<file path="src/rtl/wr_arb_pkg.sv">
// wr_arb_pkg: shared widths and request encoding for the register file write arbiter
package wr_arb_pkg;
    localparam int REG_W_DEF  = 5;
    localparam int DATA_W_DEF = 32;
    typedef enum logic [1:0] {REQ_NONE, REQ_WB, REQ_MD, REQ_IO} req_id_t;
endpackage

</file>
<file path="src/rtl/wr_hold_slot.sv">
// wr_hold_slot: one-entry holding buffer for a late register file write
//   valid/ready    : capture handshake, ready is simply "slot empty"
//   reg_in/data_in : entry captured on valid&ready; reg 0 entries are dropped
//   clr            : empties the slot (granted or superseded)
//   cmp_reg/match  : match flags a held entry whose nonzero reg equals cmp_reg
//   full/reg_q/data_q : held entry
module wr_hold_slot
    import wr_arb_pkg::*;
#(
    parameter int DATA_W = DATA_W_DEF,
    parameter int REG_W  = REG_W_DEF
) (
    input  logic              clock,
    input  logic              ctrl_reset,
    input  logic              valid,
    input  logic [REG_W-1:0]  reg_in,
    input  logic [DATA_W-1:0] data_in,
    input  logic              clr,
    input  logic [REG_W-1:0]  cmp_reg,
    output logic              ready,
    output logic              full,
    output logic [REG_W-1:0]  reg_q,
    output logic [DATA_W-1:0] data_q,
    output logic              match
);
    assign ready = ~full;
    assign match = full && cmp_reg != '0 && reg_q == cmp_reg;

    // clr and capture never coincide: clr needs full, capture needs ready
    always_ff @(posedge clock) begin
        if (!ctrl_reset) begin
            full   <= 1'b0;
            reg_q  <= '0;
            data_q <= '0;
        end else if (clr) begin
            full <= 1'b0;
        end else if (valid && ready && reg_in != '0) begin
            full   <= 1'b1;
            reg_q  <= reg_in;
            data_q <= data_in;
        end
    end
endmodule

</file>
<file path="src/rtl/regfile_wr_arbiter.sv">
// regfile_wr_arbiter: shares the register file write port between WB, MD and IO
//   wb_*          : pipeline writeback, default priority, must obey stall_wb
//   md_*, io_*    : late producers, each buffered in a one-entry slot
//   ctrl_write*, data_writeReg : registered write port, one cycle after grant
//   md/io_pending : slot occupancy for hazard/bypass logic
module regfile_wr_arbiter
    import wr_arb_pkg::*;
#(
    parameter int DATA_W       = DATA_W_DEF,
    parameter int REG_W        = REG_W_DEF,
    parameter int STARVE_LIMIT = 4
) (
    input  logic              clock,
    input  logic              ctrl_reset,
    input  logic              wb_valid,
    input  logic [REG_W-1:0]  wb_reg,
    input  logic [DATA_W-1:0] wb_data,
    input  logic              md_valid,
    output logic              md_ready,
    input  logic [REG_W-1:0]  md_reg,
    input  logic [DATA_W-1:0] md_data,
    input  logic              io_valid,
    output logic              io_ready,
    input  logic [REG_W-1:0]  io_reg,
    input  logic [DATA_W-1:0] io_data,
    output logic              stall_wb,
    output logic              ctrl_writeEnable,
    output logic [REG_W-1:0]  ctrl_writeReg,
    output logic [DATA_W-1:0] data_writeReg,
    output logic              md_pending,
    output logic              io_pending
);
    localparam int CW = $clog2(STARVE_LIMIT + 1);

    logic              md_full, io_full, md_match, io_match, md_clr, io_clr;
    logic              any_full, starved, slot_grant;
    logic [REG_W-1:0]  md_r, io_r;
    logic [DATA_W-1:0] md_d, io_d;
    logic [CW-1:0]     starve_cnt;
    req_id_t           last_grant, slot_pick, grant;

    wr_hold_slot #(.DATA_W(DATA_W), .REG_W(REG_W)) u_md (
        .clock(clock), .ctrl_reset(ctrl_reset), .valid(md_valid), .reg_in(md_reg),
        .data_in(md_data), .clr(md_clr), .cmp_reg(wb_reg), .ready(md_ready),
        .full(md_full), .reg_q(md_r), .data_q(md_d), .match(md_match)
    );

    wr_hold_slot #(.DATA_W(DATA_W), .REG_W(REG_W)) u_io (
        .clock(clock), .ctrl_reset(ctrl_reset), .valid(io_valid), .reg_in(io_reg),
        .data_in(io_data), .clr(io_clr), .cmp_reg(wb_reg), .ready(io_ready),
        .full(io_full), .reg_q(io_r), .data_q(io_d), .match(io_match)
    );

    always_comb begin
        any_full   = md_full | io_full;
        starved    = any_full && starve_cnt == CW'(STARVE_LIMIT);
        // on a tie, the slot that did not win last time goes first
        slot_pick  = (md_full && io_full) ? (last_grant == REQ_IO ? REQ_MD : REQ_IO)
                                          : (md_full ? REQ_MD : REQ_IO);
        grant      = starved ? slot_pick : wb_valid ? REQ_WB : any_full ? slot_pick : REQ_NONE;
        slot_grant = grant == REQ_MD || grant == REQ_IO;
        // a WB write to the same register makes the held entry stale
        md_clr     = grant == REQ_MD || (grant == REQ_WB && md_match);
        io_clr     = grant == REQ_IO || (grant == REQ_WB && io_match);
    end

    assign stall_wb   = starved;
    assign md_pending = md_full;
    assign io_pending = io_full;

    always_ff @(posedge clock) begin
        if (!ctrl_reset) begin
            ctrl_writeEnable <= 1'b0;
            ctrl_writeReg    <= '0;
            data_writeReg    <= '0;
            starve_cnt       <= '0;
            last_grant       <= REQ_IO;
        end else begin
            ctrl_writeEnable <= slot_grant || (grant == REQ_WB && wb_reg != '0);
            ctrl_writeReg    <= grant == REQ_WB ? wb_reg : grant == REQ_MD ? md_r
                              : grant == REQ_IO ? io_r : '0;
            data_writeReg    <= grant == REQ_WB ? wb_data : grant == REQ_MD ? md_d
                              : grant == REQ_IO ? io_d : '0;
            if (slot_grant)
                last_grant <= grant;
            starve_cnt <= (slot_grant || !any_full) ? '0
                        : (grant == REQ_WB && starve_cnt != CW'(STARVE_LIMIT)) ? starve_cnt + CW'(1)
                        : starve_cnt;
        end
    end
endmodule

</file>
<file path="config.mk">
export PLATFORM = sky130hd
export DESIGN_NAME = regfile_wr_arbiter
export DESIGN_NICKNAME = d
export VERILOG_FILES = /design/src/rtl/wr_arb_pkg.sv /design/src/rtl/wr_hold_slot.sv /design/src/rtl/regfile_wr_arbiter.sv
export SDC_FILE = /design/constraint.sdc
export NUM_CORES = 1
export LEC_CHECK = 0
export CAP_MARGIN = 20
export CELL_PAD_IN_SITES_DETAIL_PLACEMENT = 2
export CELL_PAD_IN_SITES_GLOBAL_PLACEMENT = 2
export CORE_MARGIN = 5
export CORE_UTILIZATION = 28
export CTS_BUF_LIST = sky130_fd_sc_hd__clkbuf_16
export DETAILED_ROUTE_END_ITERATION = 8
export PLACE_DENSITY = 0.84
export SLEW_MARGIN = 5
export SYNTH_ARGS = -nofsm -noshare
export SYNTH_HDL_FRONTEND = slang
export SYNTH_SLANG_ARGS = --single-unit
</file>
<file path="constraint.sdc">
create_clock -name clock -period 2.5 [get_ports clock]
set_input_delay 0.25 -clock clock [delete_from_list [all_inputs] [get_ports clock]]
set_output_delay 0.25 -clock clock [all_outputs]
set_load 0.005 [all_outputs]
</file>
==> summary.md <==
| Metric | Value |
|---|---|
| Status | `finished clean` |
| Min-Delay Endpoint | `u_io.data_q[12]` |
| Fill cell count | `1842` |
| Fin. max-slew vios | `0` |
| RSZ-0062 raised after global routing | `no` |
| Max IR drop VDD | `0.000480 V` |
| H-tree depth | `4` |
| Top-Level Pins | `~160` |
| F_max | `0.443 GHz` |
| Clock Tree Buf Depth | `2` |
| Diode count | `0` |
| Total GRT Usage | `0.188` |
| Row Count | `between 40 and 50` |
| Worst EP required | `2.84 ns` |
| Post-CTS Resized | `0` |
| Total internal power | `3.99 mW` |
| Die Wd | `142 um` |
| Detailed Routing Iterations Pass 1 | `4` |
| Synth Instances | `about 550` |
| Routability Congestion | `around 0.75` |
| Final Critical Period | `2.26 ns` |
| Wirelength per Cell | `approximately 20 um` |
| Final Skew | `about 0.0056 ns` |
| Gr ovfl total | `0` |
| DRC | `0` |
| Met1 Wirelength | `7.39 mm` |
| Startpoint types | `flip-flop` |
| P&R area growth vs syn | `50.9%` |
| Max layer used | `met5` |
| HPWL after detailed placement | `12.7 mm` |
| Placed instance count | `903` |
| Via count of the first global-routing pass | `5385` |
| Setup bufs post-CTS | `0` |
| Largest net degree at the start of global routing | `76` |
| Met2 routed WL | `between 9 and 10 mm` |
| Core region area | `17100 um^2` |
| Switch share | `0.259` |
| Max Cap Violations | `0` |
| Post-synth net total | `~660` |
| First-pass GRT wire length | `29.4 mm` |
| R2R Setup Slk | `around 0.24 ns` |
| Chip height | `approximately 140 um` |
| Cts bufs inserted | `17` |
| Drt initial violations | `144` |
| Syn avg cell area | `8.88 um^2` |
| Period Utilization, post-route | `0.902` |
| Synth Cell Area | `4840 um^2` |
| Metal3 WL | `920 um` |
| Total routed wirelength | `18.4 mm` |
| Signal arrival time at the worst endpoint | `~2.6 ns` |
| Nets | `between 800 and 900` |
| Fraction of layout cells with a size suffix above 1 | `0.124` |
| Clk Latency, worst-skew pair | `0.42 ns` |
| R2R Path Start | `starve_cnt[0]` |
| Initial antenna violation count | `1` |
| Clock power share | `0.467` |
| Combinational share of power | `0.144` |
| Post-synthesis sequential area ratio | `0.492` |
| Avg Vias per Cell | `4.91` |
| PortBufs | `roughly 160` |
| Initial Utilization | `0.283` |
| Die ar. | `20000 um^2` |
| Worst rel slew slack | `0.383` |
| Cell leakage power | `around 2.6 nW` |
| Part of the power in registers | `0.390` |
| Synth cell types | `34` |
| Switching power | `approximately 1.4 mW` |
| # hold bufs at CTS | `0` |
| Final ANT Viol Nets | `0` |
| Worst-path clk slew | `0.06 ns` |
| Pwr Density | `736 nW/um^2` |
| Final setup violating endpoints | `0` |
| Worst hold start | `io_data[12]` |
| Root buf cell | `clkbuf_16` |
| Worst reg-to-reg path cell count | `7` |
| Setup TNS | `0 ns` |
| Post-Layout Cell Count | `935` |
| Hold path depth | `3` |
| Ys Warns | `0` |
| Hold crit path type | `in2reg` |
| Reg2reg end | `data_writeReg[27]` |
| Worst-Margin Slew | `0.923 ns` |
| Worst setup path class | `reg2reg` |
| Crit end category | `flip-flop` |
| CTS tree | `built` |
| Final hold violation count | `0` |
| CP max FO | `22` |
| CTS Sinks | `119` |
| Number of synthesized register bits | `119` |
| Number of vias in the routed layout | `4592` |
==> sequential cells by signal, indices dropped and copies added, names as in the netlist <==
signal,count
ctrl_writeEnable,1
ctrl_writeReg,5
data_writeReg,32
last_grant,2
starve_cnt,3
u_io.data_q,32
u_io.full,1
u_io.reg_q,5
u_md.data_q,32
u_md.full,1
u_md.reg_q,5
==> cell families (layout without fill, tap and decap cells) <==
family          Yosys count  in the layout  synth area share
xor+xnor                 11             11            0.0199
flops                   119            119             0.492
compound gates          201            201             0.299
fa+ha+maj                 2              2           0.00517
buf+inv                  48            213            0.0486
simple gates            164            164             0.135
==> power groups by stage <==
stage | Combinational [mW] | Clock (mW) | Sequential (mW)
5_1_grt | 0.841 | 2.64 | 2.11
3_5_place_dp | 0.775 | 0 | 2.14
3_3_place_gp | 0.735 | 0 | 2.13
4_1_cts | 0.787 | 2.55 | 2.10
6_report | 0.774 | 2.51 | 2.10
2_1_floorplan | 0.340 | 0 | 2.12
==> per-layer routing <==
metal  up-vias  GRT usage
met2       123      0.338
met3        31     0.0442
met5         -          0
met4         2     0.0737
li1       2177          -
met1      2259      0.214
==> placed cells by master, fill, tap and decap left out, types with 3 or more instances in the layout <==
master / instances
a21boi_1: 20
clkinvlp_4: 6
xnor2_1: 10
a21oi_1: 37
inv_1: 6
dfxtp_1: 119
nor2_1: 3
a21boi_2: 30
a21boi_0: 26
buf_4: 13
a22oi_1: 37
o21ai_0: 37
o211ai_1: 3
buf_12: 4
clkinv_4: 3
clkdlybuf4s50_1: 157
clkbuf_16: 17
nand2_1: 150
bufinv_16: 3
==> critical path, stage by stage, from the launching register on <==
cell and delay (ns):
dfxtp_1 0.33, inv_1 0.08, ha_1 0.21, a21boi_0 0.22, a211oi_4 0.78, buf_12 0.26
a22oi_1 0.11, a21oi_1 0.17
==> Yosys cell counts <==
cell	instances	area share
or4_1	1	0.0016
nand2_1	151	0.12
a21oi_1	37	0.038
dfxtp_1	119	0.49
a21boi_2	30	0.070
clkbuf_1	24	0.019
buf_1	1	0.00077
xor2_1	1	0.0018
a21boi_1	20	0.031
o21ai_2	1	0.0018
buf_6	5	0.012
a31oi_1	1	0.0013
buf_4	1	0.0016
a21boi_0	26	0.040
nor4_1	1	0.0013
nand4_1	2	0.0026
a22oi_1	37	0.057
nor2b_1	2	0.0026
inv_1	6	0.0047
o32ai_1	1	0.0018
o21ai_0	37	0.038
o211ai_1	3	0.0047
nor3b_1	1	0.0016
ha_1	2	0.0052
buf_2	11	0.011
o21ai_4	1	0.0034
a21o_1	2	0.0031
xnor2_1	10	0.018
nand3b_1	1	0.0016
o21a_1	2	0.0031
a211oi_1	2	0.0031
a21bo_2	1	0.0021
or4_4	2	0.0047
nor2_1	3	0.0023
==> cell type report <==
class                           instances  area [um^2]  share of cell area
Clock buffer                           17          425              0.0582
Clock inverter                         15          180              0.0247
Inverter                                6         22.5             0.00308
Multi-Input combinational cell        378         2260               0.310
Sequential cell                       119         2380               0.326
Tap cell                              225          282              0.0385
Timing Repair Buffer                  175         1750               0.240
==> worst max-delay path by stage <==
stage	from	to	slack, ns	cells past startpoint
after floorplan	starve_cnt[0]	data_writeReg[18]	0.91	8
after global placement	wb_valid	data_writeReg[18]	0.24	6
after detailed placement	wb_valid	data_writeReg[26]	0.06	6
after CTS	starve_cnt[0]	data_writeReg[27]	0.16	7
after global routing	starve_cnt[0]	data_writeReg[22]	0.04	7
final	starve_cnt[0]	data_writeReg[27]	0.24	7
==> metrics by stage <==
stage	hold WS (ns)	total power, mW	cell area, um^2	utilization	setup slack (ns)
floorplan	0.385	2.46	4840	-	0.907
global placement	0.425	2.86	6700	0.392	0.244
detailed placement	0.461	2.91	6700	0.392	0.0583
CTS	0.372	5.43	7310	0.427	0.159
global route	0.391	5.59	7310	0.427	0.0430
finish	0.389	5.38	7310	0.427	0.244
Note: power is estimated with default switching activity, not from simulation.
